==> src/rtl/regf_scoreboard.sv <==
// Register-file scoreboard: per-register pending-write counters that stall
// issue on RAW hazards, counter saturation and (optionally) WAW hazards.
module regf_scoreboard #(
    parameter int AWIDTH    = 5,
    parameter int CWIDTH    = 2,
    parameter int NWB       = 2,
    parameter int WAW_STALL = 0
) (
    input  logic                  clk,
    input  logic                  reset,
    input  logic                  stall,
    input  logic                  halt,
    input  logic                  flush_pipeline,
    input  logic                  dest_en,
    input  logic [AWIDTH-1:0]     dest_addr,
    input  logic [NWB-1:0]        wec,
    input  logic [NWB*AWIDTH-1:0] addrc,
    input  logic                  a_en,
    input  logic [AWIDTH-1:0]     addra,
    input  logic                  b_en,
    input  logic [AWIDTH-1:0]     addrb,
    output logic                  stall_regf,
    output logic                  safe_switch,
    output logic                  sb_err
);

    localparam int NREG = 1 << AWIDTH;
    localparam int SW   = CWIDTH + 2;
    localparam logic [CWIDTH-1:0] CMAX = '1;

    logic [CWIDTH-1:0] cnt     [NREG];
    logic [CWIDTH-1:0] cnt_nxt [NREG];
    logic [SW-1:0]     dec     [NREG];
    logic [NREG-1:0]   uflow;
    logic              pend_a;
    logic              pend_b;
    logic              full;
    logic              waw;
    logic              issue;

    function automatic logic signed [SW-1:0] net_count(
        input logic [CWIDTH-1:0] c,
        input logic              i,
        input logic [SW-1:0]     d
    );
        return $signed({2'b00, c}) + $signed({{(SW-1){1'b0}}, i}) - $signed(d);
    endfunction

    // A negative net count means a write-back with nothing pending; pin it at zero.
    function automatic logic [CWIDTH-1:0] clamp_count(input logic signed [SW-1:0] s);
        return (s < 0) ? '0 : s[CWIDTH-1:0];
    endfunction

    always_comb begin
        for (int r = 0; r < NREG; r++) begin
            dec[r] = '0;
            for (int i = 0; i < NWB; i++) begin
                if (wec[i] && (addrc[i*AWIDTH +: AWIDTH] == AWIDTH'(r))) begin
                    dec[r] = dec[r] + SW'(1);
                end
            end
        end
    end

    // A same-cycle write-back only clears the hazard when it retires the last pending write.
    always_comb begin
        pend_a = a_en && ({2'b00, cnt[addra]} > dec[addra]);
        pend_b = b_en && ({2'b00, cnt[addrb]} > dec[addrb]);
        full   = dest_en && (cnt[dest_addr] == CMAX) && (dec[dest_addr] == '0);
        waw    = (WAW_STALL != 0) && dest_en && ({2'b00, cnt[dest_addr]} > dec[dest_addr]);
        stall_regf = (pend_a || pend_b || full || waw) && !flush_pipeline;
        issue  = dest_en && !stall && !halt && !stall_regf && !flush_pipeline;
    end

    always_comb begin
        safe_switch = 1'b1;
        for (int r = 0; r < NREG; r++) begin
            if (cnt[r] != '0) begin
                safe_switch = 1'b0;
            end
        end
    end

    always_comb begin
        for (int r = 0; r < NREG; r++) begin
            logic signed [SW-1:0] s;
            s          = net_count(cnt[r], issue && (dest_addr == AWIDTH'(r)), dec[r]);
            uflow[r]   = (s < 0);
            cnt_nxt[r] = clamp_count(s);
        end
    end

    always_ff @(posedge clk) begin
        if (reset) begin
            for (int r = 0; r < NREG; r++) begin
                cnt[r] <= '0;
            end
            sb_err <= 1'b0;
        end else if (flush_pipeline) begin
            for (int r = 0; r < NREG; r++) begin
                cnt[r] <= '0;
            end
        end else begin
            for (int r = 0; r < NREG; r++) begin
                cnt[r] <= cnt_nxt[r];
            end
            if (|uflow) begin
                sb_err <= 1'b1;
            end
        end
    end

endmodule
==> config.mk <==
export PLATFORM = sky130hd
export DESIGN_NAME = regf_scoreboard
export DESIGN_NICKNAME = d
export VERILOG_FILES = /design/src/rtl/regf_scoreboard.sv
export SDC_FILE = /design/constraint.sdc
export NUM_CORES = 1
export LEC_CHECK = 0
export CELL_PAD_IN_SITES_DETAIL_PLACEMENT = 1
export CELL_PAD_IN_SITES_GLOBAL_PLACEMENT = 1
export CORE_MARGIN = 3
export CORE_UTILIZATION = 31
export DETAILED_ROUTE_END_ITERATION = 16
export GPL_TIMING_DRIVEN = 1
export PLACE_DENSITY_LB_ADDON = 0.25
export SYNTH_ARGS = -nofsm -noshare
export SYNTH_HDL_FRONTEND = slang
export SYNTH_SLANG_ARGS = --single-unit
==> constraint.sdc <==
create_clock -name clk -period 16.6 [get_ports clk]
set_input_delay 3.32 -clock clk [delete_from_list [all_inputs] [get_ports clk]]
set_output_delay 3.32 -clock clk [all_outputs]
set_load 0.01 [all_outputs]
==> results.md, run 1 <==
- 1st-iter DRT viols: approximately 870
- FMAX: 89.7 MHz
- Worst-Margin Slew: around 1000 ps
- Vias/cell: 5.91
- Yosys top cell area share: about a fifth
- Slew Limit Fails: 0
- Power Density: 52.1 mW/mm2
- Clock root buffer: clkbuf_16
- Initial Util: roughly a third
- Core area: 0.0309 mm2
- Critical path's slowest cell: clkdlybuf4s50_1
- RSZ-0062 raised after global routing: false
- Slew Limit Headroom: 32.0%
- Seq/Total Area, Yosys: 19.5%
- Number of global-route vias before repair: 8,538
- P_sw: 180 uW
- Row Count: 64
- Number of port buffers: 37
- Pin count of the biggest net entering global routing: 58
- Hold Crit Class: reg2reg
- Ys Warns: 0
- Worst path max stage delay: 710 ps
- Min cycle time layout: 11,150 ps
- LEAKAGE: 0.00448 uW
- Post-Route WL: 36,600 um
- Synth cell count leaders: ha_1 (162), inv_1 (95), nor3_1 (89)
- Max-capacitance violation count: 0
- Area Overhead vs Synth: 12.4%
- Reg2Reg Depth: 19
- Worst setup EP type: output port
- Gates resized, CTS repair: 0
- Post-synth EDFFs: 62
- Post-CTS Repair Setup Buffers: 0
- Clock power share: 41.5%
- DP Wirelength: a little under 30,000 um
- Peak supply drop: 0.0428 mV
- Cell area after synthesis: between 0.009 and 0.01 mm2
- Comb power frac: 23.3%
- Unique masters post-synth: 56
- Sw frac: approximately 31%
- Total GRT Usage: 22.1%
- GPL Wtd Cong: 0.897
- #FFs+latches synth: 65
- ANT cells: 0
- Clk sinks: 65
- Die Wd: 184 um
- Final Setup Violations: 0
- Ys async rst share: 0%
- Critical path data arrival time: 7830 ps
- Pwr Total: 576 uW
- Final hold vios: 0
- Clk_lat worst skew: 370 ps
- Tcrit/Tclk final: 67.2%
- Sequential power share: approximately a third
- Count leader, synth: ha_1
- Syn_area_per_cell: 10.6 um2
- Critical Setup Path Class: in2out
- Post-DRT Antenna Nets: 0
- Internal: approximately 400 uW
- Reg2reg start: cnt[17][1]
- Hold path depth: 2
- Hold Path Sink: sb_err
- DIE AREA: approximately 0.034 mm2
- Hold-fix buffers at CTS: 0
- Status: finished, final reports clean
- Crit start category: input port
- Cell taking the most area after synthesis: ha_1
- Critical Path RT: 13,280 ps
- Reg2Reg Capture Point: sb_err
- Reg2Reg Setup Slack: 10,010 ps
- Boundary Pins: 38
- Worst setup path start: addrc[1]
- Drt wl/cell: roughly 26 um
- Buf/Inv on CP: 2
- Die height: 184 um
- CTS Buf Count: 9
- HP Start: sb_err
- Initial antenna violation count: 1
- Delay-heaviest family, CP: multiplexers
- Vias: a little over 8,000
- NumNets Final: between 1,000 and 1,500
- Pre-antenna DRT Iters: 5
- Crit-path max FO: 10
- Synth top area cells: ha_1 (21%), mux4_2 (19%), edfxtp_1 (19%)
- Fraction of layout cells with a size suffix above 1: 14.3%
- H-tree Lvls: 3
- Mapped Cells: roughly 900
- Setup Skew: about 17 ps
- Clock Tree Buf Depth: 2
- Dominant synthesized flop cell: edfxtp_1
- CTS tree: yes
- Global-route wire length before repair: 55,400 um
- Setup TNS: 0 ps
- Remaining Overflow, GRT: 0
- DRC: 0
- Worst-path clk slew: 60 ps
- Crit-path cells: clkdlybuf4s50_1 -> nand2b_1 -> nand2b_1 -> nor3_1 -> ha_1 -> mux4_2 -> mux4_2 -> mux2_2 -> ha_1 -> nand2_1 -> o211ai_1 -> a21oi_1 -> or3_1 -> clkdlybuf4s50_1
==> how the worst max path moves through the flow <==
| stage | end | slack (ps) | cells after the start |
|---|---|---|---|
| after global placement | stall_regf | 5450 | 14 |
| final | stall_regf | 5450 | 14 |
| after floorplan | stall_regf | 6880 | 13 |
| after CTS | stall_regf | 5490 | 14 |
| after global routing | stall_regf | 5260 | 14 |
| after detailed placement | stall_regf | 5510 | 14 |
==> cells by family (layout without fill, tap and decap cells) <==
kind of cell | after synthesis | in the layout | synth area share (%)
adders and majority gates | 194 | 194 | 27.1
other | 1 | 62 | 0.0381
AOI/OAI and AO/OA | 76 | 76 | 6.21
xor gates and xnor gates | 32 | 32 | 2.85
muxes | 91 | 91 | 19.8
buffers and inverters | 146 | 158 | 6.44
and+or+nand+nor | 322 | 322 | 18.0
DFF | 65 | 65 | 19.5
==> worst reg2reg max path: stages, from the launching register on <==
cell       delay (ps)
edfxtp_1          580
mux4_2            540
mux4_2            470
mux2_2            300
ha_1              310
nor2b_1           130
o211ai_1          180
and3_1            270
o2111ai_4         110
buf_4             320
nor3_2            250
ha_1              200
inv_1              60
fa_1              480
o31a_1            420
or4b_2            750
nor4_1            630
nand4_1           230
a21oi_1           200
nor2_1             50
==> registers in the layout (all words and copies together), names as in the netlist <==
| register | count |
|---|---|
| sb_err | 1 |
| cnt | 64 |
==> stage by stage <==
step | std cells | setup slack (ps) | cell area (um2) | util, % | hold slack [ps]
6_report | 1396 | 5450 | 11100 | 35.8 | 524
5_1_grt | 1396 | 5260 | 11100 | 35.8 | 540
4_1_cts | 1396 | 5490 | 11100 | 35.8 | 519
3_5_place_dp | 1380 | 5510 | 10700 | 34.7 | 486
3_3_place_gp | 1380 | 5450 | 10700 | 34.7 | 471
2_1_floorplan | 988 | 6880 | 10100 | - | 502
==> cell type report <==
| class | instances | area, um2 |
|---|---|---|
| Fill cell | 3491 | 19800 |
| Multi-Input combinational cell | 777 | 7520 |
| Sequential cell | 65 | 1920 |
| Tap cell | 396 | 495 |
| Timing Repair Buffer | 46 | 418 |
| Inverter | 96 | 360 |
| Clock buffer | 10 | 239 |
| Clock inverter | 6 | 114 |
==> power by group through the flow <==
stage	clock (uW)	combinational [uW]	sequential [uW]
final	239	134	203
after global routing	248	144	204
after CTS	248	133	203
after detailed placement	0	132	206
after global placement	0	131	206
after floorplan	0	91.1	198
==> cell usage in the layout, fill, tap and decap left out, drive strengths merged, types with 10 or more instances in the layout <==
cell,count
buf,13
clkbuf,10
clkdlybuf4s50,33
conb,62
edfxtp,62
fa,32
ha,162
inv,97
mux4,83
nand2,32
nand2b,15
nand3,12
nand4,10
nor2,73
nor3,107
nor3b,15
nor4,22
o31a,16
o31ai,13
xnor2,32
==> metal layers <==
layer	part of all wire [%]	wire [um]	vias to the layer above	track usage (%)
li1	-	-	3553	-
met1	44	16100	4255	31.2
met2	45	16700	378	35.4
met3	7.1	2610	64	2.51
met4	3.5	1270	0	7.77
met5	0	0	-	0
No activity file was read; power rests on OpenSTA's default activity.
==> run 2: changes to the inputs <==
Clock period 16.6 ns to 9.2 ns, I/O delays scaled along.
==> run 2 against run 1 <==
Largest cell class unchanged. Sequential cell count is the same. Die area is the same. Non-clock buffer count grew 11. Sequential power grew 81%. Via count grew 0.16%. Cell count grew 0.79%. Wire length grew 0.41%.
==> results.md, run 2 (same netlist as run 1, synthesis figures left out) <==
- Power Density: 89.2 mW/mm2 (+71%)
- NumNets Final: 1,235 (+0.90%)
- Row Count: 64 (unchanged)
- Pre-antenna DRT Iters: 5 (unchanged)
- Reg2Reg Capture Point: sb_err
- Reg2Reg Depth: 19 (unchanged)
- Post-Route WL: 36,800 um (+0.41%)
- HP Start: sb_err
- Total GRT Usage: 22.3% (+0.17 points)
- Worst-path clk slew: 60 ps (about the same)
- Initial antenna violation count: 0 (-1)
- Clk sinks: 65 (unchanged)
- Critical Setup Path Class: in2reg
- Core area: 0.0309 mm2 (unchanged)
- P_sw: 312 uW (+73%)
- CTS tree: yes
- Gates resized, CTS repair: 0 (unchanged)
- Final Setup Violations: 0 (unchanged)
- Reg2reg start: cnt[3][1]
- GPL Wtd Cong: 0.938 (+4.6%)
- Remaining Overflow, GRT: 0 (unchanged)
- Tcrit/Tclk final: 92.8%
- Hold path depth: 2 (unchanged)
- Post-route cell area: 0.0111 mm2 (+0.48%)
- Sw frac: 31.4% (+0.23 points)
- Largest registers: cnt (64), sb_err (1)
- DIE AREA: 0.0339 mm2 (unchanged)
- Hold Crit Class: reg2reg
- Clock root buffer: clkbuf_16
- Post-Layout Cell Count: 1,407 (+0.79%)
- Clock Tree Buf Depth: 2 (unchanged)
- Sequential power share: 37.1% (+1.8 points)
- Crit start category: input port
- Initial Util: 31.9% (unchanged)
- Pin count of the biggest net entering global routing: 38 (-34%)
- Slew Limit Headroom: 36.3% (+4.2 points)
- Dpl cells: 1,391 (+0.80%)
- Area Overhead vs Synth: 12.9%
- RSZ-0062 raised after global routing: false
- Setup TNS: 0 ps (unchanged)
- Max-capacitance violation count: 0 (unchanged)
- Vias: 8,263 (+0.16%)
- Worst setup EP type: flop
- Most flop-heavy register: cnt
- Number of global-route vias before repair: 8,514 (-0.28%)
- Pwr Total: 992 uW (+72%)
- Fillcell total: 3,479 (-0.34%)
- Most common cell after layout, fill and taps aside: ha_1
- DP Wirelength: 30,100 um (+3.8%)
- Boundary Pins: 38 (unchanged)
- Min cycle time layout: 8530 ps
- Final hold vios: 0 (unchanged)
- CTS Buf Count: 9 (unchanged)
- Post-CTS Repair Setup Buffers: 0 (unchanged)
- Critical path data arrival time: 8770 ps (+940 ps)
- Commonest cells after routing, fill and taps aside: ha_1 (162), inv_1 (95), nor3_1 (89), mux4_2 (83), nor2_1 (73)
- Post-DRT Antenna Nets: 0 (unchanged)
- Slew Limit Fails: 0 (unchanged)
- Critical Path RT: 9440 ps (-3840 ps)
- Crit-path max FO: 31 (+21)
- Die height: 184 um (unchanged)
- Die Wd: 184 um (unchanged)
- DRC: 0 (unchanged)
- Global-route wire length before repair: 56,000 um (+1.2%)
- Peak supply drop: 0.0831 mV (+94%)
- LEAKAGE: 0.00452 uW (+0.97%)
- ANT cells: 0 (unchanged)
- 1st-iter DRT viols: 994 (+14%)
- Dpl cell area: 0.0108 mm2 (+0.89%)
- Comb power frac: 24.5% (+1.2 points)
- Reg2Reg Setup Slack: 3110 ps (-6900 ps)
- Max reg flops: 64 (unchanged)
- Hold-fix buffers at CTS: 0 (unchanged)
- Fraction of layout cells with a size suffix above 1: 15.0% (+0.73 points)
- Drt wl/cell: 26.1 um (-0.38%)
- Hold Path Sink: sb_err
- H-tree Lvls: 3 (unchanged)
- Setup Skew: 15.1 ps (-2.09 ps)
- FMAX: 117 MHz
- Clk_lat worst skew: 360 ps (about the same)
- Worst-Margin Slew: 954 ps (-65.0 ps)
- Internal: 680 uW (+72%)
- Status: finished, final reports clean
- Clock power share: 38.4% (-3.1 points)
- Number of port buffers: 37 (unchanged)
- Vias/cell: 5.87 (-0.63%)
## run 2: worst max-delay path, stage by stage
cell             delay, ps
clkdlybuf4s50_1        540
nor2b_1                360
nand3_1                240
nor3_1                 290
ha_1                   360
mux4_2                 490
mux4_2                 480
mux2_2                 280
ha_1                   280
nand2_1                 50
o211ai_1               120
and3_1                 240
o2111ai_4              140
buf_12                 210
nor3_1                 260
ha_1                   220
inv_1                   60
fa_1                   480
o31a_1                 350
or4b_2                 650
nor4_1                 430
nand4_1                130
a21oi_1                180
nor2_1                  50
## run 2: layout make-up
class / instances / area [um2] / area share [%]
multi-input combinational: 777 / 7520 / 67.6
sequential: 65 / 1920 / 17.3
timing repair buffer: 57 / 513 / 4.61
tap: 396 / 495 / 4.46
inverter: 96 / 360 / 3.24
clock buffer: 9 / 225 / 2.03
clock inverter: 7 / 85.1 / 0.765
## run 2: worst max path at each step
stage | slack (ps) | endpoint | start | depth (start not counted)
5_1_grt | 260 | sb_err | wec[1] | 24
4_1_cts | 620 | sb_err | wec[1] | 24
6_report | 670 | sb_err | wec[1] | 24
2_1_floorplan | 1730 | sb_err | addrc[1] | 24
3_5_place_dp | 260 | sb_err | wec[1] | 24
3_3_place_gp | 270 | sb_err | wec[1] | 24
## run 2: power groups by stage
stage	combinational [uW]	sequential, uW	clock [uW]
detailed placement	240	373	0
global route	264	369	399
floorplan	164	358	0
global placement	238	372	0
finish	243	368	381
CTS	241	367	392
## run 2: layer usage
layer  track usage (%)  wire, um  up-vias
li1                  -         -     3568
met5                 0         0        -
met2              34.6     16300      397
met4              7.86      1370        0
met1              31.8     16300     4227
met3              3.41      2830       71
## run 2: through the flow
step | util (%) | setup WS, ps | hold slack [ps]
finish | 36.0 | 667 | 578
global route | 36.0 | 261 | 611
CTS | 36.0 | 616 | 576
detailed placement | 35.0 | 259 | 558
global placement | 35.0 | 272 | 565
floorplan | - | 1730 | 502
==> run 3: changes to the inputs <==
Settings changed: PLACE_DENSITY_LB_ADDON 0.25 to 0.1.
==> run 3 against run 2 <==
Clock skew shrank 3.2 ps. Critical path depth grew 1. Register-to-register slack lost 50 ps. Core utilization grew 0.29 points. Critical endpoint unchanged. Largest power group unchanged.
==> results.md, run 3 (same netlist as run 1, synthesis figures left out) <==
- FMAX: 117 MHz (-0.42%)
- Worst-Margin Slew: 1110 ps (+152 ps)
- RSZ-0062 raised after global routing: false
- Hold-fix buffers at CTS: 0 (unchanged)
- Worst-path clk slew: 70 ps (about the same)
- Max reg flops: 64 (unchanged)
- Largest registers: cnt (64), sb_err (1)
- P_sw: 324 uW (+4.0%)
- Drt wl/cell: 27.2 um (+4.2%)
- Post-DRT Antenna Nets: 0 (unchanged)
- Dpl cell area: 0.0109 mm2 (+0.72%)
- Hold Crit Class: reg2reg
- Row Count: 64 (unchanged)
- Top layer in use: met4
- Area Overhead vs Synth: 13.8%
- Clk_lat worst skew: 360 ps (about the same)
- Final hold vios: 0 (unchanged)
- Boundary Pins: 38 (unchanged)
- Post-CTS Repair Setup Buffers: 0 (unchanged)
- Pin count of the biggest net entering global routing: 62 (+63%)
- GPL Wtd Cong: 0.870 (-7.2%)
- DP Wirelength: 31,900 um (+6.3%)
- Critical Setup Path Class: in2reg
- Core area: 0.0309 mm2 (unchanged)
- Final Setup Violations: 0 (unchanged)
- Slew Limit Headroom: 25.6% (-11 points)
- Area taken by multi-input logic gates: 0.00752 mm2 (about the same)
- Hold path depth: 2 (unchanged)
- Remaining Overflow, GRT: 0 (unchanged)
- Critical Path RT: 9460 ps (+20 ps)
- Min cycle time layout: 8570 ps (+36.2 ps)
- Worst setup EP type: flop
- Setup TNS: 0 ps (unchanged)
- 1st-iter DRT viols: 605 (-39%)
- Global-route wire length before repair: 56,800 um (+1.4%)
- Reg2Reg Depth: 20 (+1)
- Number of global-route vias before repair: 8,241 (-3.2%)
- Number of port buffers: 37 (unchanged)
- Met2 wire length: 16,800 um (+2.9%)
- Tcrit/Tclk final: 93.1% (+0.39 points)
- Post-Route WL: 38,600 um (+5.0%)
- LEAKAGE: 0.00457 uW (+1.1%)
- Total GRT Usage: 23.3% (+0.94 points)
- Initial antenna violation count: 0 (unchanged)
- Die height: 184 um (unchanged)
- Most flop-heavy register: cnt
- Die Wd: 184 um (unchanged)
- CTS tree: yes
- Sequential power share: 36.4% (-0.7 points)
- Sw frac: 32.1% (+0.67 points)
- Clk sinks: 65 (unchanged)
- DRC: 0 (unchanged)
- Gates resized, CTS repair: 0 (unchanged)
- NumNets Final: 1,245 (+0.81%)
- WL met3: 2590 um (-8.2%)
- Post-route cell area: 0.0112 mm2 (+0.80%)
- Hold Path Sink: sb_err
- Internal: 686 uW (+0.81%)
- Clock Tree Buf Depth: 2 (unchanged)
- Vias/cell: 5.69 (-3.1%)
- Pre-antenna DRT Iters: 5 (unchanged)
- Initial Util: 31.9% (unchanged)
- Fraction of layout cells with a size suffix above 1: 16.0% (+0.93 points)
- Clock power share: 38.9% (+0.5 points)
- Reg2Reg Capture Point: sb_err
- Peak supply drop: 0.0859 mV (+3.4%)
- Most common cell after layout, fill and taps aside: ha_1
- Commonest cells after routing, fill and taps aside: ha_1 (162), inv_1 (95), nor3_1 (89), mux4_2 (83), nor2_1 (73)
- Reg2reg start: cnt[19][1]
- Vias: 8,070 (-2.3%)
- Critical path data arrival time: 8830 ps (+60 ps)
- Reg area: 0.00192 mm2 (unchanged)
- Status: finished, final reports clean
- Max-capacitance violation count: 0 (unchanged)
- Crit-path max FO: 7 (-77%)
- H-tree Lvls: 3 (unchanged)
- Crit start category: input port
- CTS Buf Count: 9 (unchanged)
- Power Density: 90.1 mW/mm2 (+1.0%)
- Comb power frac: 24.7% (+0.2 points)
- Fillcell total: 3,455 (-0.69%)
- DIE AREA: 0.0339 mm2 (unchanged)
- Routed met1 length: 18,400 um (+13%)
- Setup Skew: 11.9 ps (-3.18 ps)
- Reg2Reg Setup Slack: 3060 ps (-50 ps)
- HP Start: sb_err
- Clock root buffer: clkbuf_16
- Slew Limit Fails: 0 (unchanged)
-- run 3: cell types whose count changed in the layout (fill, tap and decap cells not counted) --
cell      delta
clkinv_2     -1
clkinv_1     -1
diode_2      +1
or2_2        -1
buf_4       +10
clkinv_4     +1
inv_6        +1
or2_4        +1
-- run 3: power by group through the flow --
stage               Combinational [uW]  Clock, uW  Sequential [uW]
CTS                                248        405              367
global route                       270        418              369
floorplan                          164          0              358
detailed placement                 247          0              373
global placement                   248          0              373
finish                             249        393              368
-- run 3: worst max-delay path, cell delays in order --
cell,delay (ps)
clkdlybuf4s50_1,550
nor2b_1,350
nand3_1,230
nor3_1,300
ha_1,350
mux4_2,490
mux4_2,480
mux2_2,280
ha_1,270
nand2_1,50
o211ai_1,100
and3_1,240
o2111ai_4,190
buf_4,230
nor3_1,250
ha_1,230
inv_1,60
fa_1,480
o31ai_1,470
or4b_2,660
nor4_1,250
buf_4,150
nand4_1,60
a21oi_1,200
nor2_1,50
-- run 3: worst max-delay path by stage --
stage                  start  endpoint  slack, ps
CTS                   wec[1]    sb_err        550
detailed placement    wec[1]    sb_err        180
floorplan           addrc[1]    sb_err       1730
finish                wec[1]    sb_err        630
global placement      wec[1]    sb_err        160
global route          wec[0]    sb_err        200
-- run 3: cell type report --
cell class | instances | area share (%)
multi-input combinational | 777 | 67.1
sequential | 65 | 17.1
timing repair buffer | 67 | 5.25
tap | 396 | 4.42
inverter | 96 | 3.21
clock buffer | 9 | 2.01
clock inverter | 7 | 0.837
antenna | 1 | 0.0223
-- run 3: routing by layer --
| metal | vias up | GRT usage, % |
|---|---|---|
| li1 | 3599 | - |
| met1 | 4152 | 33.7 |
| met2 | 280 | 35.0 |
| met3 | 39 | 5.29 |
| met4 | 0 | 6.08 |
| met5 | - | 0 |
-- run 3: per-stage QoR --
stage | util, % | worst slack [ps] | hold slack (ps) | instances | power, uW
6_report | 36.3 | 631 | 547 | 1418 | 1010
5_1_grt | 36.3 | 201 | 621 | 1417 | 1060
2_1_floorplan | - | 1730 | 502 | 988 | 522
3_5_place_dp | 35.2 | 183 | 533 | 1401 | 621
3_3_place_gp | 35.2 | 159 | 525 | 1401 | 621
4_1_cts | 36.3 | 552 | 555 | 1417 | 1020
